**src/rtl/id_ex_operand_stage.sv**
```systemverilog
// ID/EX pipeline register feeding the ALU. Resolves RAW hazards by forwarding
// from EX/MEM and MEM/WB. Supports stall (hold) and flush (bubble).
module id_ex_operand_stage #(
   parameter int DATA_W = 8,
   parameter int REG_AW = 3,
   parameter int FN_W   = 2
) (
   input  logic              clk,
   input  logic              rst_n,
   input  logic              id_valid,
   input  logic [REG_AW-1:0] id_rs1,
   input  logic [REG_AW-1:0] id_rs2,
   input  logic [REG_AW-1:0] id_rd,
   input  logic [DATA_W-1:0] id_op1,
   input  logic [DATA_W-1:0] id_op2,
   input  logic [DATA_W-1:0] id_imm,
   input  logic              id_use_imm,
   input  logic [FN_W-1:0]   id_fn,
   input  logic              id_wr_en,
   input  logic              stall,
   input  logic              flush,
   input  logic              exmem_wr_en,
   input  logic [REG_AW-1:0] exmem_rd,
   input  logic [DATA_W-1:0] exmem_data,
   input  logic              memwb_wr_en,
   input  logic [REG_AW-1:0] memwb_rd,
   input  logic [DATA_W-1:0] memwb_data,
   output logic              ex_valid,
   output logic [DATA_W-1:0] ex_op1,
   output logic [DATA_W-1:0] ex_op2,
   output logic [FN_W-1:0]   ex_fn,
   output logic [REG_AW-1:0] ex_rd,
   output logic              ex_wr_en,
   output logic [7:0]        fwd_count
);

   logic              hit1_ex, hit1_wb, hit2_ex, hit2_wb;
   logic              fwd1, fwd2;
   logic [DATA_W-1:0] op1_p0, op2_p0;
   logic [1:0]        fwd_n;
   logic [7:0]        cnt_next;

   logic              vld_p1, wr_en_p1;
   logic [DATA_W-1:0] op1_p1, op2_p1;
   logic [FN_W-1:0]   fn_p1;
   logic [REG_AW-1:0] rd_p1;
   logic [7:0]        cnt_p1;

   function automatic logic [7:0] sat_add(input logic [7:0] base, input logic [1:0] inc);
      logic [8:0] sum;
      sum = {1'b0, base} + {7'd0, inc};
      return sum[8] ? 8'hFF : sum[7:0];
   endfunction

   // stage p0: forwarding select (r0 is hardwired zero, never forwarded)
   always_comb begin
      hit1_ex = exmem_wr_en && (exmem_rd == id_rs1) && (id_rs1 != '0);
      hit1_wb = memwb_wr_en && (memwb_rd == id_rs1) && (id_rs1 != '0);
      hit2_ex = exmem_wr_en && (exmem_rd == id_rs2) && (id_rs2 != '0);
      hit2_wb = memwb_wr_en && (memwb_rd == id_rs2) && (id_rs2 != '0);
      fwd1    = hit1_ex || hit1_wb;
      fwd2    = !id_use_imm && (hit2_ex || hit2_wb);

      op1_p0 = id_op1;
      if (hit1_ex)      op1_p0 = exmem_data;
      else if (hit1_wb) op1_p0 = memwb_data;

      op2_p0 = id_op2;
      if (id_use_imm)   op2_p0 = id_imm;
      else if (hit2_ex) op2_p0 = exmem_data;
      else if (hit2_wb) op2_p0 = memwb_data;

      fwd_n    = {1'b0, fwd1} + {1'b0, fwd2};
      cnt_next = sat_add(cnt_p1, fwd_n);
   end

   // stage p1: ID/EX register, priority flush > stall > capture
   always_ff @(posedge clk or negedge rst_n) begin
      if (!rst_n) begin
         vld_p1   <= 1'b0;
         wr_en_p1 <= 1'b0;
         op1_p1   <= '0;
         op2_p1   <= '0;
         fn_p1    <= '0;
         rd_p1    <= '0;
         cnt_p1   <= '0;
      end else if (flush) begin
         vld_p1   <= 1'b0;
         wr_en_p1 <= 1'b0;
         op1_p1   <= '0;
         op2_p1   <= '0;
         fn_p1    <= '0;
         rd_p1    <= '0;
      end else if (!stall) begin
         vld_p1   <= id_valid;
         wr_en_p1 <= id_valid & id_wr_en;
         op1_p1   <= id_valid ? op1_p0 : '0;
         op2_p1   <= id_valid ? op2_p0 : '0;
         fn_p1    <= id_valid ? id_fn  : '0;
         rd_p1    <= id_valid ? id_rd  : '0;
         if (id_valid) cnt_p1 <= cnt_next;
      end
   end

   assign ex_valid  = vld_p1;
   assign ex_wr_en  = wr_en_p1;
   assign ex_op1    = op1_p1;
   assign ex_op2    = op2_p1;
   assign ex_fn     = fn_p1;
   assign ex_rd     = rd_p1;
   assign fwd_count = cnt_p1;

endmodule

```
**config.mk**
```make
export PLATFORM = sky130hd
export DESIGN_NAME = id_ex_operand_stage
export DESIGN_NICKNAME = d
export VERILOG_FILES = /design/src/rtl/id_ex_operand_stage.sv
export SDC_FILE = /design/constraint.sdc
export NUM_CORES = 1
export LEC_CHECK = 0
export BUFFER_PORTS_ARGS = -buffer_cell sky130_fd_sc_hd__clkbuf_2
export CAP_MARGIN = 30
export CELL_PAD_IN_SITES_DETAIL_PLACEMENT = 0
export CELL_PAD_IN_SITES_GLOBAL_PLACEMENT = 1
export CORE_MARGIN = 1.5
export CORE_UTILIZATION = 32
export DETAILED_ROUTE_END_ITERATION = 8
export PLACE_DENSITY = 0.77
export SYNTH_ARGS = -nofsm -noshare
export SYNTH_HDL_FRONTEND = slang
export SYNTH_SLANG_ARGS = --single-unit
```
**constraint.sdc**
```tcl
create_clock -name clk -period 1.95 [get_ports clk]
set_input_delay 0.195 -clock clk [delete_from_list [all_inputs] [get_ports clk]]
set_output_delay 0.195 -clock clk [all_outputs]
set_load 0.03 [all_outputs]
```
* After elaboration in Yosys (flattened, before gate mapping)
Index checks and enable logic that the tools add are counted.
** Word-level totals
- Input bits :: 66
- Logic and storage cells :: 54
- Output and inout port bits :: 31
- Bits in registers :: 31
** Cells by class
- Bitwise logic cells :: 3
- Reduce and logical (&&, ||, !) cells :: 15
- Add/subtract/negate cells :: 2
- Equal/unequal tests :: 5
- Muxes and demuxes :: 22
** Operator list (count)
- two-way mux 8 bit :: 12
- == test 3 bit :: 4
- adder 8 x 2 -> 9 bit :: 1
- logical AND 1 bit :: 9
- two-way mux 3 bit :: 3
- two-way mux 2 bit :: 3
- nonzero test 3 bit :: 2
- two-way mux 1 bit :: 4
- AND reduction 3 bit :: 1
- adder 1 x 1 -> 2 bit :: 1
- logical OR 1 bit :: 2
- inequality test 2 x 1 -> 1 bit, second input constant :: 1
- inverter 1 bit :: 2
- bitwise AND 1 bit :: 1
- zero test 1 bit :: 1

* Depth between registers and ports, before layout
Gate-level depths: netlist of run 1.
- Depth after elaboration :: 9
- Gate-level depth with buffers :: 12
- Gate-level depth less buffers :: 10

* Least setup slack after synthesis of run 1
No wires, ideal clock.
- Path kind :: in2reg
- Start :: input id_rs1[0]
- End :: register cnt_p1[5], in the netlist fwd_count[5]
- Cell stages on the path :: 11
- Required time :: 1.873 ns
- Library setup time :: 0.077 ns
- Arrival time :: 2.319 ns
- Setup slack :: -0.446 ns
- Buffers on the path :: 2
- Path through :: or2_2 -> a21oi_1 -> nor4_1 -> buf_2 -> or2b_1 -> fa_1 -> and3_1 -> and4_1 -> clkbuf_1 -> a21boi_0 -> a21oi_1
** Between the ends
- Longest elaborated chain between the ends :: 7
- Elaborated cells on any way between the ends :: 11
- Classes of those cells :: 2 x add/sub; 2 x eq/ne; 1 x mux; 6 x reduce/logical
** RTL lines
- start, declared :: RTL line 11 : input logic [REG_AW-1:0] id_rs1,
- == test 3 bit, on equally long branches :: RTL line 57, 58
- logical AND 1 bit, on equally long branches (2 in a row) :: RTL line 57, 58
- logical OR 1 bit * :: RTL line 61 : fwd1 = hit1_ex || hit1_wb;
- adder 1 x 1 -> 2 bit * :: RTL line 73 : fwd_n = {1'b0, fwd1} + {1'b0, fwd2};
- adder 8 x 2 -> 9 bit * :: RTL line 51 : sum = {1'b0, base} + {7'd0, inc};
- two-way mux 8 bit * :: RTL line 52 : return sum[8] ? 8'hFF : sum[7:0];
- end signal, assigned :: RTL line 101 : if (id_valid) cnt_p1 <= cnt_next;
- end, declared :: RTL line 47 : logic [7:0] cnt_p1;
Mark *: on every way between the ends. The rest lies on a longest branch, timed or not.
A chain may end at the register's enable or synchronous reset.

* Final worst setup path of run 1
- Start :: input id_rs2[1]
- End :: register cnt_p1[5], in the netlist fwd_count[5]
** Between the ends
- Longest elaborated chain between the ends :: 8
- Elaborated cells on any way between the ends :: 12
- Classes of those cells :: 2 x add/sub; 2 x eq/ne; 1 x mux; 7 x reduce/logical
** RTL lines
- start, declared :: RTL line 12 : input logic [REG_AW-1:0] id_rs2,
- == test 3 bit, on equally long branches :: RTL line 59, 60
- logical AND 1 bit, on equally long branches (2 in a row) :: RTL line 59, 60
- logical OR 1 bit * :: RTL line 62 : fwd2 = !id_use_imm && (hit2_ex || hit2_wb);
- logical AND 1 bit * :: RTL line 62
- adder 1 x 1 -> 2 bit * :: RTL line 73
- adder 8 x 2 -> 9 bit * :: RTL line 51
- two-way mux 8 bit * :: RTL line 52
Marks and branches as above.

==> reports/metrics.yaml, run 1 <==
power_and_ir_drop:
  p_per_area_mw_per_mm2: 635.3
  swShare_pct: 31.76
  p_seq_share_pct: 41.8
  intPower_w: 0.001191
  clkPwrFrac_pct: 32.7
  p_sw_w: 0.0005541
  comb_power_share_pct: 25.5
  leakagePower_nw: 1.454
  vdd_drop_max_mv: 0.4049
synthesis:
  ys_ff_latch: 31
  syn_area_per_cell_sq_um: 9.027
  synth_most_common_cell: "nand2_1"
  synth_top_cell_by_area: "dfrtp_1"
  yosysSeqAreaShare_pct: 40.92
  syn_area_sq_mm: 0.001896
  synthArstFlopShare_pct: 100.0
  synth.distinct_cells: 36
  synth_ff_type: "dfrtp_1"
  yosysTopAreaCellShare_pct: 40.92
  synth_common_cells: "nand2_1, dfrtp_1, o21ai_0"
  synth_edf_count: 0
  synth_warnings: 0
  synth_area_leaders: "dfrtp_1, mux2i_1, nand2_1"
  syn-instance-count: 210
  synth_nets: 277
timing:
  setup_viol: 2
  skew_ps: 0.4077
  max_slew_margin_pct: 37.01
  finalHoldViolCount: 31
  slew_viol_final: 0
  min_period_ps: 1956
  hold_ws_ps: -14.68
  period_share_pct: 100.3
  fmaxAchievable_mhz: 511.2
  worst_pin_slew_ps: 940.6
  rsz0062_at_grt: "true"
  worst_slack_ps: -6.007
setup_path:
  crit_path_start: "id_rs2[1]"
  crit_fanout: 5
  r2r_cells: 6
  cp.arrival_ps: 2160
  r2r_slack_ps: 380
  reg2reg_from: "fwd_count[0]"
  required_ps: 2160
  crit_path_start_kind: "input pin"
  r2r_end: "fwd_count[4]"
  crit_path_end_kind: "flop"
  path_class: "in2reg"
routing:
  drt_iter0_markers: 93
  drt_pass1_iterations: 4
  wl_mm: 5.933
  top_layer_used: "met4"
  wire_per_inst_microns: 14.94
  viasPerCell: 5.030
  vias: 1997
  wl_met2_mm: 2.863
  drc_errors: 0
  dr_wl_met3_microns: 344
  antenna_left: 0
  wl_met1_mm: 2.628
final_layout:
  antenna_cells: 0
  final_cells: 397
  fin_util_pct: 48.97
  fin_nets: 391
  fillers: 587
  synthToLayoutAreaGrowth_pct: 44.88
  layout-drive-gt1-share_pct: 43.69
cts:
  cts_tree: "yes"
  postCtsHoldBufs: 0
  cts_root_buffer: "clkbuf_8"
  clk_latency_ps: 280
  cts_htree_levels: 2
  cts.reportedPaths.clkPinSlew_ps: 70
  clockBufferDepth: 2
  clock-sinks: 31
  cts_buffers: 5
place:
  hpwl_mm: 4.575
  portBuffers: 96
  dp_cells: 386
  gp_congestion: 0.9361
status:
  status: "finished with violations"
  violations: "negative hold slack, negative setup slack"
die:
  num_rows: 27
  initial_core_util_pct: 33.80
  core_area_sq_mm: 0.005608
  chipHeight_microns: 79.97
  die_w_microns: 79.97
  num_io_pins: 97
  die-area_sq_mm: 0.006394
grt:
  grt_pass1_wl_mm: 9.321
  antenna_found_initial: 0
  gr-total-overflow: 0
  grt_pass1_vias: 1945
  grt_usage_pct: 19.11
  grt_max_degree: 32
job:
  drv_cap: 0
min_path:
  hp-class: "in2async"
==> cell type report <==
cell class | count | area [sq um] | share of cell area [%]
Clock buffer | 7 | 96.34 | 3.508
Clock inverter | 1 | 7.507 | 0.2733
Inverter | 14 | 52.55 | 1.913
Multi-Input combinational cell | 154 | 1062 | 38.68
Sequential cell | 31 | 775.7 | 28.25
Tap cell | 72 | 90.09 | 3.280
Timing Repair Buffer | 118 | 661.9 | 24.10
==> power groups by stage <==
stage	logic [W]	registers, W	clock network, W
after global placement	0.000431	0.000741	0
after floorplan	0.000149	0.000820	0
after CTS	0.000441	0.000729	0.000591
after detailed placement	0.000435	0.000740	0
final	0.000445	0.000729	0.000571
after global routing	0.000492	0.000735	0.000613
==> placed cells by master, fill, tap and decap left out, types with 6 or more instances in the layout <==
cell,count
dfrtp_1,31
buf_4,21
o221ai_1,8
nor2_1,6
a31oi_1,8
clkbuf_2,94
mux2i_1,18
a21oi_1,7
o21ai_0,19
a22o_1,6
o311ai_0,8
clkbuf_8,7
nand2_1,36
inv_1,14
==> worst max path at each step <==
stage and to:
5_1_grt fwd_count[5], 4_1_cts fwd_count[5], 3_5_place_dp fwd_count[5], 6_report fwd_count[5]
3_3_place_gp fwd_count[5], 2_1_floorplan fwd_count[5]
==> kinds of logic after synthesis <==
logic type / count (synthesis) / synth area share [%]
buffers and inverters: 25 / 5.676
adder cells (fa/ha/maj): 1 / 1.056
flip-flops: 31 / 40.92
AND/OR/NAND/NOR: 63 / 16.70
AO/OA/AOI/OAI: 64 / 22.44
multiplexers: 18 / 9.505
XOR/XNOR: 8 / 3.696
==> sequential cells by signal, summed over array words and instances (netlist names) <==
signal / cells
ex_op1: 8
ex_op2: 8
ex_valid: 1
ex_wr_en: 1
fwd_count: 8
ex_fn: 2
ex_rd: 3
==> metal layers <==
metal | up-vias | global-route usage [%]
li1 | 989 | -
met1 | 928 | 24.22
met2 | 71 | 31.76
met3 | 9 | 4.571
met4 | 0 | 6.207
met5 | - | 0
==> metrics by stage <==
| step | total power, W | setup TNS [ps] | instance area, sq um | setup slack (ps) |
|---|---|---|---|---|
| 6_report | 0.001745 | -6.932 | 2746 | -6.007 |
| 5_1_grt | 0.001841 | -469.9 | 2746 | -120.2 |
| 4_1_cts | 0.001761 | -54.87 | 2708 | -27.98 |
| 3_5_place_dp | 0.001175 | -2275 | 2574 | -396.0 |
| 3_3_place_gp | 0.001172 | -1958 | 2574 | -342.4 |
| 2_1_floorplan | 0.0009690 | -1586 | 1913 | -312.1 |
==> what timing repair did <==
item	CTS	global route
buffers inserted	1	2
endpoints found under the setup margin	4	7
pin swaps	4	5
gates resized for setup	7	10
hold endpoints to repair	0	0
==> worst max-delay path, stage by stage <==
cell and delay, ps:
buf_6 100, or3b_4 380, a211oi_2 180, o211ai_1 150, a21oi_2 200, fa_2 250, and3_4 190, and4_4 240
buf_4 120, nor2_1 30, a21oi_1 130
Power figures use the tool's default switching activity.
==> inputs of run 2 (changes only) <==
Settings changed: ABC_AREA from default to 1, PLACE_DENSITY 0.77 to 0.79.
==> reports/metrics.yaml, run 2 <==
status:
  status: "finished with violations"
  violations: "negative hold slack"
timing:
  worst_pin_slew_ps: 767.1
  skew_ps: 4.824
  rsz0062_at_grt: "false"
  max_slew_margin_pct: 48.86
  finalHoldViolCount: 31
  period_share_pct: 92.10
  hold_ws_ps: -19.32
  fmaxAchievable_mhz: 556.8
  setup_viol: 0
  min_period_ps: 1796
  slew_viol_final: 0
setup_path:
  r2r_end: "fwd_count[5]"
  crit_path_start: "id_rs1[1]"
  required_ps: 2110
  crit_path_start_kind: "input pin"
  crit_fanout: 5
  r2r_cells: 8
  path_class: "in2reg"
  cp.arrival_ps: 1960
  reg2reg_from: "fwd_count[0]"
  crit_path_end_kind: "flop"
  r2r_slack_ps: 210
  endpoint: "fwd_count[5]"
grt:
  grt_max_degree: 32
  grt_pass1_vias: 2299
  gr-total-overflow: 0
  antenna_found_initial: 0
  grt_pass1_wl_mm: 10.34
  grt_usage_pct: 18.33
die:
  num_rows: 29
  initial_core_util_pct: 32.97
  core_area_sq_mm: 0.006350
  die_w_microns: 83.88
  num_io_pins: 97
  chipHeight_microns: 83.88
  die-area_sq_mm: 0.007036
synthesis:
  synth_area_leaders: "dfrtp_1, nand2_1, nand3_1"
  synth_ff_type: "dfrtp_1"
  synth_warnings: 0
  synth_nets: 372
  yosysTopAreaCellShare_pct: 37.06
  muxShareOfSynthArea_pct: 0
  synth-compound-area-share_pct: 6.037
  synth_common_cells: "nand2_1, nand3_1, inv_1"
  syn-instance-count: 305
  synth-simple-area-share_pct: 46.08
  synth_top_cell_by_area: "dfrtp_1"
  syn_area_sq_mm: 0.002093
  synth_top_family_by_area: "simple AND/OR/NAND/NOR gates"
  synth_xor_area_share_pct: 1.255
  synth_adder_area_share_pct: 0.9564
  syn_area_per_cell_sq_um: 6.863
  synth.distinct_cells: 27
  yosysSeqAreaShare_pct: 37.06
  synthArstFlopShare_pct: 100.0
  synth_most_common_cell: "nand2_1"
  ys_ff_latch: 31
  synth_edf_count: 0
final_layout:
  final_cells: 497
  antenna_cells: 0
  fin_util_pct: 45.12
  synthToLayoutAreaGrowth_pct: 36.88
  mostFrequentLayoutCell: "nand2_1"
  layout-drive-gt1-share_pct: 33.33
  final_area_sq_mm: 0.002865
  fin_nets: 486
  final_cell_mix: "nand2_1, clkbuf_2, nand3_1"
routing:
  wl_met2_mm: 2.857
  viasPerCell: 4.658
  top_layer_used: "met4"
  antenna_left: 0
  drt_pass1_iterations: 4
  wl_met1_mm: 2.712
  wire_per_inst_microns: 12.17
  vias: 2315
  dr_wl_met3_microns: 391
  wl_mm: 6.047
  drc_errors: 0
  drt_iter0_markers: 89
cts:
  clock-sinks: 31
  post_cts_buffers: 0
  cts.reportedPaths.clkPinSlew_ps: 60
  postCtsHoldBufs: 0
  cts_resized: 0
  cts_root_buffer: "clkbuf_8"
  cts_tree: "yes"
  clk_latency_ps: 280
  cts_htree_levels: 2
  clockBufferDepth: 2
  cts_buffers: 5
min_path:
  hp-class: "in2async"
place:
  dpl_cell_area_sq_mm: 0.002765
  dp_cells: 489
  gp_congestion: 0.8494
  portBuffers: 96
  hpwl_mm: 4.990
power_and_ir_drop:
  vdd_drop_max_mv: 0.4688
  leakagePower_nw: 1.755
  p_per_area_mw_per_mm2: 628.9
job:
  drv_cap: 0
[run 2: cell count changes after synthesis, moves of 6 or more]
cell      delta
nand3_1     +50
a21oi_1      -7
mux2i_1     -18
inv_1       +24
o21ai_0     -14
o221ai_1     -8
nand3b_1     +8
nor2_2       +6
nor2_1      +20
o311ai_0     -8
nand2_1     +65
a31oi_1      -8
[run 2: layer usage]
| metal | vias up | GRT usage [%] |
|---|---|---|
| met5 | - | 0 |
| met4 | 0 | 5.216 |
| met3 | 9 | 3.858 |
| met2 | 78 | 30.65 |
| met1 | 1030 | 23.91 |
| li1 | 1198 | - |
[run 2: per-stage QoR]
stage	TNS [ps]	power, W	setup WS [ps]
floorplan	0	0.001047	3.617
global placement	-264.7	0.001273	-113.8
detailed placement	-463.7	0.001275	-151.6
CTS	0	0.001824	146.4
global route	0	0.001918	18.97
finish	0	0.001802	154.1
[run 2: critical path, cell delays in order]
cell and delay, ps:
clkbuf_2 110, nor3_2 250, nor2_2 80, nand2_4 70, nand2_1 80, fa_1 460, nand3_1 120, nor2_2 50
nand2_1 100, nor2_2 60, or2_2 270, nand2_1 60, nand2_1 50
[run 2: worst min path at each step]
stage | start | endpoint | cells after the start
6_report | rst_n | ex_wr_en | 1
5_1_grt | rst_n | ex_wr_en | 1
4_1_cts | rst_n | ex_fn[1] | 1
3_5_place_dp | rst_n | ex_fn[1] | 1
3_3_place_gp | rst_n | ex_fn[1] | 1
2_1_floorplan | rst_n | ex_fn[0] | 0
[run 2: area by class of cell]
type                            instances  area [sq um]
Sequential cell                        31         775.7
Multi-Input combinational cell        229          1142
Clock buffer                            8         100.1
Timing Repair Buffer                  112         600.6
Tap cell                               77         96.34
Inverter                               40         150.1
Fill cell                             692          3485
[run 2: cells by family after synthesis]
| kind of cell | count (synthesis) |
|---|---|
| and+or+nand+nor | 207 |
| buffers and inverters | 45 |
| DFF | 31 |
| AOI/OAI and AO/OA | 18 |
| xor gates and xnor gates | 3 |
| adders and majority gates | 1 |
[run 2: power by group]
part	internal (W)	switching (W)
Clock	0.000322	0.000224
Sequential	0.000693	0.0000452
Combinational	0.000189	0.000330
Total	0.00120	0.000599
